--- src/rtl/branch_target_table.sv ---
// branch_target_table
//   Programmable branch-target table for the fetch stage. It has N entries.
//   Each entry holds a D-bit value and a mode bit:
//     - absolute entry: the value is the target.
//     - relative entry: the value is a two's-complement offset added to pc.
//   After reset, a hardware init sequence reloads the boot defaults, one
//   entry per cycle, for N cycles. Lookups are registered and take one cycle.
//
// Ports
//   clk, reset    clock, synchronous active-high reset
//   branch        lookup request (ignored during init)
//   idx           entry to look up
//   pc            current PC, used by relative entries
//   wr_en         runtime write request (ignored during init)
//   wr_idx        entry to write
//   wr_target     new value (absolute target or signed offset)
//   wr_rel        new mode bit (1 = relative)
//   ready         init done, lookups and writes accepted
//   target        resolved target; zero when no lookup is in flight
//   target_valid  target holds a lookup result this cycle
//
// Configuration macro
//   BTT_BYPASS_EN  when defined, a write to the entry being looked up in the
//                  same cycle is forwarded into the lookup. When undefined,
//                  the lookup reads the old contents (read-before-write).
module branch_target_table #(
  parameter int D = 8,
  parameter int N = 8,
  localparam int IW = $clog2(N)
) (
  input  logic          clk,
  input  logic          reset,
  input  logic          branch,
  input  logic [IW-1:0] idx,
  input  logic [D-1:0]  pc,
  input  logic          wr_en,
  input  logic [IW-1:0] wr_idx,
  input  logic [D-1:0]  wr_target,
  input  logic          wr_rel,
  output logic          ready,
  output logic [D-1:0]  target,
  output logic          target_valid
);

  typedef enum logic {INIT, RUN} state_t;

  typedef struct packed {
    logic         rel;
    logic [D-1:0] val;
  } entry_t;

  state_t                state;
  logic [IW-1:0]         cnt;
  entry_t [N-1:0]        tbl;

  entry_t                init_e;
  entry_t                tbl_wd;
  entry_t                rd_e;
  logic                  tbl_we;
  logic [IW-1:0]         tbl_wi;
  logic [D-1:0]          res;

  // Boot defaults: entry 0 -> 4, entry 1 -> 8, all others -> 0.
  // Every default entry is absolute.
  always_comb begin
    init_e.rel = 1'b0;
    init_e.val = '0;
    if (cnt == '0)
      init_e.val = D'(4);
    else if (cnt == IW'(1))
      init_e.val = D'(8);
  end

  // One write port. The init sequencer owns it during INIT.
  always_comb begin
    tbl_we     = wr_en;
    tbl_wi     = wr_idx;
    tbl_wd.rel = wr_rel;
    tbl_wd.val = wr_target;
    if (state == INIT) begin
      tbl_we = 1'b1;
      tbl_wi = cnt;
      tbl_wd = init_e;
    end
  end

  // Table storage has no reset of its own. The init sequence rewrites it.
  always_ff @(posedge clk) begin
    if (!reset && tbl_we)
      tbl[tbl_wi] <= tbl_wd;
  end

  // Resolve the lookup. Relative targets wrap modulo 2^D.
  always_comb begin
    rd_e = tbl[idx];
`ifdef BTT_BYPASS_EN
    if (wr_en && (wr_idx == idx)) begin
      rd_e.rel = wr_rel;
      rd_e.val = wr_target;
    end
`endif
    res = rd_e.rel ? (pc + rd_e.val) : rd_e.val;
  end

  always_ff @(posedge clk) begin
    if (reset) begin
      state        <= INIT;
      cnt          <= '0;
      ready        <= 1'b0;
      target       <= '0;
      target_valid <= 1'b0;
    end else begin
      // Idle cycles drive a zero target so that consumers can OR targets.
      target       <= '0;
      target_valid <= 1'b0;
      case (state)
        INIT: begin
          cnt <= cnt + IW'(1);
          if (cnt == IW'(N - 1)) begin
            state <= RUN;
            ready <= 1'b1;
          end
        end
        RUN: begin
          target_valid <= branch;
          if (branch)
            target <= res;
        end
        default: state <= INIT;
      endcase
    end
  end

endmodule

--- config.mk ---
export PLATFORM = sky130hd
export DESIGN_NAME = branch_target_table
export DESIGN_NICKNAME = d
export VERILOG_FILES = /design/src/rtl/branch_target_table.sv
export SDC_FILE = /design/constraint.sdc
export NUM_CORES = 1
export LEC_CHECK = 0
export ABC_AREA = 1
export CORE_MARGIN = 4
export CORE_UTILIZATION = 60
export CTS_CLUSTER_DIAMETER = 60
export DETAILED_ROUTE_END_ITERATION = 7
export PLACE_DENSITY = 0.89
export SYNTH_ARGS = -nofsm -noshare
export SYNTH_HDL_FRONTEND = slang
export SYNTH_SLANG_ARGS = --single-unit
--- constraint.sdc ---
create_clock -name clk -period 4.8 [get_ports clk]
set_clock_uncertainty 0.1 [all_clocks]
set_input_delay 1.2 -clock clk [delete_from_list [all_inputs] [get_ports clk]]
set_output_delay 1.2 -clock clk [all_outputs]
set_load 0.03 [all_outputs]
Yosys cells after proc, flatten, opt, wreduce, memory -nomap -nowiden
Cells that the tools add are included.
- register bits: 86
- input port bits: 27
- word-level logic and storage cells: 50
- order comparisons: 3
- add/subtract/negate cells: 2
- bitwise gates (word level): 2
- reductions and logical operators: 7
- muxes and demuxes: 13
- equality and inequality tests: 2
- operator list (kind ; number):
    72-bit bitwise mux ; 1
    9-bit binary-select mux with 3-bit select ; 1
    9-bit demux with 3-bit select ; 1
    9-bit 2-to-1 mux ; 3
    8-bit adder ; 1
    3-bit by 4-bit < comparator with 1-bit output (second input constant) ; 2
    4-bit 2-to-1 mux ; 2
    8-bit 2-to-1 mux ; 1
    3-bit by 1-bit adder with 3-bit output (second input constant) ; 1
    3-bit by 1-bit == test with 1-bit output (second input constant) ; 1
    3-bit == test (second input constant) ; 1
    3-bit by 1-bit >= comparator with 1-bit output (second input constant) ; 1
    3-bit zero test ; 1
    1-bit 2-to-1 mux ; 3
    3-bit 2-to-1 mux ; 1
    3-bit OR reduction ; 1
    1-bit logical AND ; 2
    1-bit inverter ; 2
    2-bit AND reduction ; 1
    2-bit OR reduction ; 1
    1-bit zero test ; 1

Longest topological paths before layout
- depth in word-level cells: 6
- mapped depth: 18
- gate-level depth less buffers: 16

Worst setup path after synthesis
OpenSTA, ideal clock, no wires.
- path type: in2reg
- start: input idx[0]
- end: register target[4]
- stages on the path: 17
- arrival: 2.896 ns
- path buffers: 2
- path slack: 1.740 ns
- setup time: 0.064 ns
- data required time: 4.636 ns
- cell sequence: buf_6 -> buf_6 -> nor2_1 -> nor2_1 -> o21ai_1 -> nand3_2 -> o21ai_2 -> inv_1 -> ha_1 -> inv_1 -> fa_1 -> inv_1 -> nand3_1 -> nand2_1 -> xor2_1 -> o21ai_1 -> nor2_1
- longest elaborated chain between the ends: 4
- RTL lines (element ; RTL line ; RTL):
    from (decl) ; 34 ; input logic [IW-1:0] idx,
    9-bit binary-select mux with 3-bit select * ; 95 ; rd_e = tbl[idx];
    9-bit 2-to-1 mux (not written as such) * ; 95 ;
    8-bit adder ; 102 ; res = rd_e.rel ? (pc + rd_e.val) : rd_e.val;
    8-bit 2-to-1 mux * ; 102 ;
    to (signal assigned) ; 127 ; target <= res;
    to (decl) ; 41 ; output logic [D-1:0] target,
Mark *: on every way between the ends. The rest lies on a longest branch, timed or not. The select of a mux whose other input is x is not followed.
A chain may end at the register's enable or synchronous reset.

Worst setup path after layout
- start: input idx[0]
- end: register target[7]
The elaborated chain is that of the path after synthesis.

==> run metrics <==
outcome=finished clean; Yosys cell types=37; post_cts resized=0; Clock Path Buffers=2; Core Region=6420 µm²; HPWL after DPL=between 5 and 6 mm; Final WS setup=between 1 and 1.5 ns; top-count cell post-synth=nor2_1; RSZ-0062 raised after global routing=no; synthesized net count=421; WL final=7.94 mm; Max Cap Violations=0; Port-buffer cells=36; critical path depth=18; hold path startpoint=cnt[2]; postcts setup bufs=0; Power Dens Cells=around 350 nW/µm²; Clk pin slew, worst setup/hold paths=roughly 0.080 ns; largest net degree at the start of global routing=37; Worst setup SP type=input pin; worst r2r src=state; Setup crit start=idx[0]; Skew-Pair Late Insertion Delay=between 0.3 and 0.4 ns; worst-margin pin slew=between 1 and 1.5 ns; nets=457; Row Count=29; Final setup viols=0; arrival time at the worst endpoint=3.91 ns; Slew headroom=between 20% and 30%; cell count after synthesis=between 300 and 400; total power=1.61 mW; I/O pin total=37; DRC violations left=0; Seq cells post-synth=86; CTS H-tree lvls=3; CP max stage cell=clkdlybuf4s50_1; Tmin final=3.75 ns; Max Clk Rate=0.267 GHz; CTS Sinks=86; vias per cell=5.60; DIE AREA=8090 µm²; most used cell along the critical path=nand2_1; Initial DRC Count=between 300 and 400; register area share after synthesis=60.6%; Post-DRT Antenna Nets=0; mapped cell area=roughly 4000 µm²; global-route wire length before repair=between 10 and 15 mm; fin util=71.3%; Worst Hold Path Cells=2; mean routed wirelength per cell=15.9 µm; DIE WIDTH=89.9 µm; antenna violations before repair=0; total number of vias=2799; leakage=1.82 nW; Area after DPL=around 4300 µm²; die span in y=89.9 µm; Starting Density=a little over three fifths; Placement Setup Slack=0.683 ns; worst hold path class=reg -> reg; flop2flop setup slack=2.03 ns; GRT Total Usage=about 21%; Worst Setup End Kind=flip-flop; buffers plus inverters on the worst setup path=3; cts hold-fix bufs=0; CTS tree=built; Ant. Diodes=0; Synth area leaders=edfxtp_1 (54%), nor2_1 (7.1%), dfxtp_1 (7.0%); Root Buffer=clkbuf_8; Yosys warnings=0; synth-to-layout area growth=13.8%; synthesized area per cell=10.5 µm²; pins over their slew limit=0; asr flop ratio synth=0%; top post-synthesis cells by count=nor2_1 (76), edfxtp_1 (72), nand2_1 (63), inv_1 (30), o21ai_1 (30); routability cong.=0.925; R2R cell count=5; top cell type's share of synthesized area=53.7%; Final TNS setup=0 ns; EDFF count, synth=72; final hold vios=0; vias in the first global route=2657; CP Cell Sequence=clkdlybuf4s50_1 -> buf_4 -> nor2_1 -> nor2_1 -> o21ai_1 -> nand2_1 -> o21ai_2 -> inv_1 -> ha_1 -> nand2_1 -> nor2_1 -> nand3_1 -> nand2_1 -> nand2_1 -> nand3_2 -> nand2_1 -> nand2_1 -> nor2_2; Most used DFF post-synth=edfxtp_1; largest vdd supply drop=211 µV; area leader, netlist=edfxtp_1; Detailed Routing Iterations Pass 1=5; Num CTS Buffers=9; worst path required time=4.96 ns; final worst path period share=78.1%; CP max stage delay=0.67 ns; WS Path Type=in -> reg; crit-path max FO=20; total global routing overflow=0; Design Area, Final=4580 µm²; CP delay by family, top=buffers and inverters; share of cells above drive strength 1=11.6%
-- kinds of logic (layout without fill, tap and decap cells) --
family	Yosys count	in the layout	share of synthesized area [%]
AOI/OAI and AO/OA	62	62	8.85
xor gates and xnor gates	3	3	0.652
buffers and inverters	49	90	7.46
and+or+nand+nor	170	170	18.5
DFF	86	86	60.6
adders and majority gates	12	12	3.91
-- layer usage --
layer / global-route usage (%) / vias up / routed length, µm
met5: 0 / - / 0
met4: 11.1 / 0 / 202
met3: 3.26 / 18 / 570
met2: 33.5 / 128 / 3850
met1: 26.5 / 1295 / 3310
li1: - / 1358 / -
-- sequential cells by signal, indices dropped and copies added, names as in the netlist --
register	cells
tbl	72
target_valid	1
state	1
ready	1
target	8
cnt	3
-- layout by cell type, fill, tap and decap left out, drive strengths merged --
cell / n
dfxtp: 14
nor2: 84
a211oi: 1
nand3b: 1
bufinv: 2
ha: 11
a21oi: 8
edfxtp: 72
a32o: 1
o21ai: 43
clkinv: 1
nand4: 2
o211ai: 4
o22ai: 5
nand3: 14
clkdlybuf4s50: 36
nand2: 67
xnor2: 2
buf: 3
or2: 2
fa: 1
clkbuf: 12
xor2: 1
inv: 36
-- report_power, final --
part	switching, mW	internal, mW	leakage [nW]
sequential	0.00726	0.829	0.805
combinational	0.123	0.0741	0.900
clock	0.250	0.328	0.116
total	0.380	1.23	1.82
-- layout make-up --
class	instances	area (µm²)
Clock buffer	12	156
Clock inverter	4	77.6
Fill cell	452	1840
Inverter	35	141
Multi-Input combinational cell	247	1280
Sequential cell	86	2440
Tap cell	77	96.3
Timing Repair Buffer	39	383
-- stage by stage --
step / cells / hold slack [ns]
floorplan: 382 / 0.354
global placement: 484 / 0.356
detailed placement: 484 / 0.365
CTS: 500 / 0.383
global route: 500 / 0.407
finish: 500 / 0.383
-- worst reg2reg max path, stage by stage (launching register included) --
cell and delay [ns]:
dfxtp_1 0.78, inv_2 0.14, or2_2 0.30, o21ai_1 0.12, nand2_1 0.11, nor2_1 0.83
-- path summary, 6_finish.rpt --
kind,to
hold / removal,cnt[2]
hold reg to reg,cnt[2]
setup reg to reg,tbl[14]
setup / recovery,target[7]
Power figures use the tool's default switching activity.
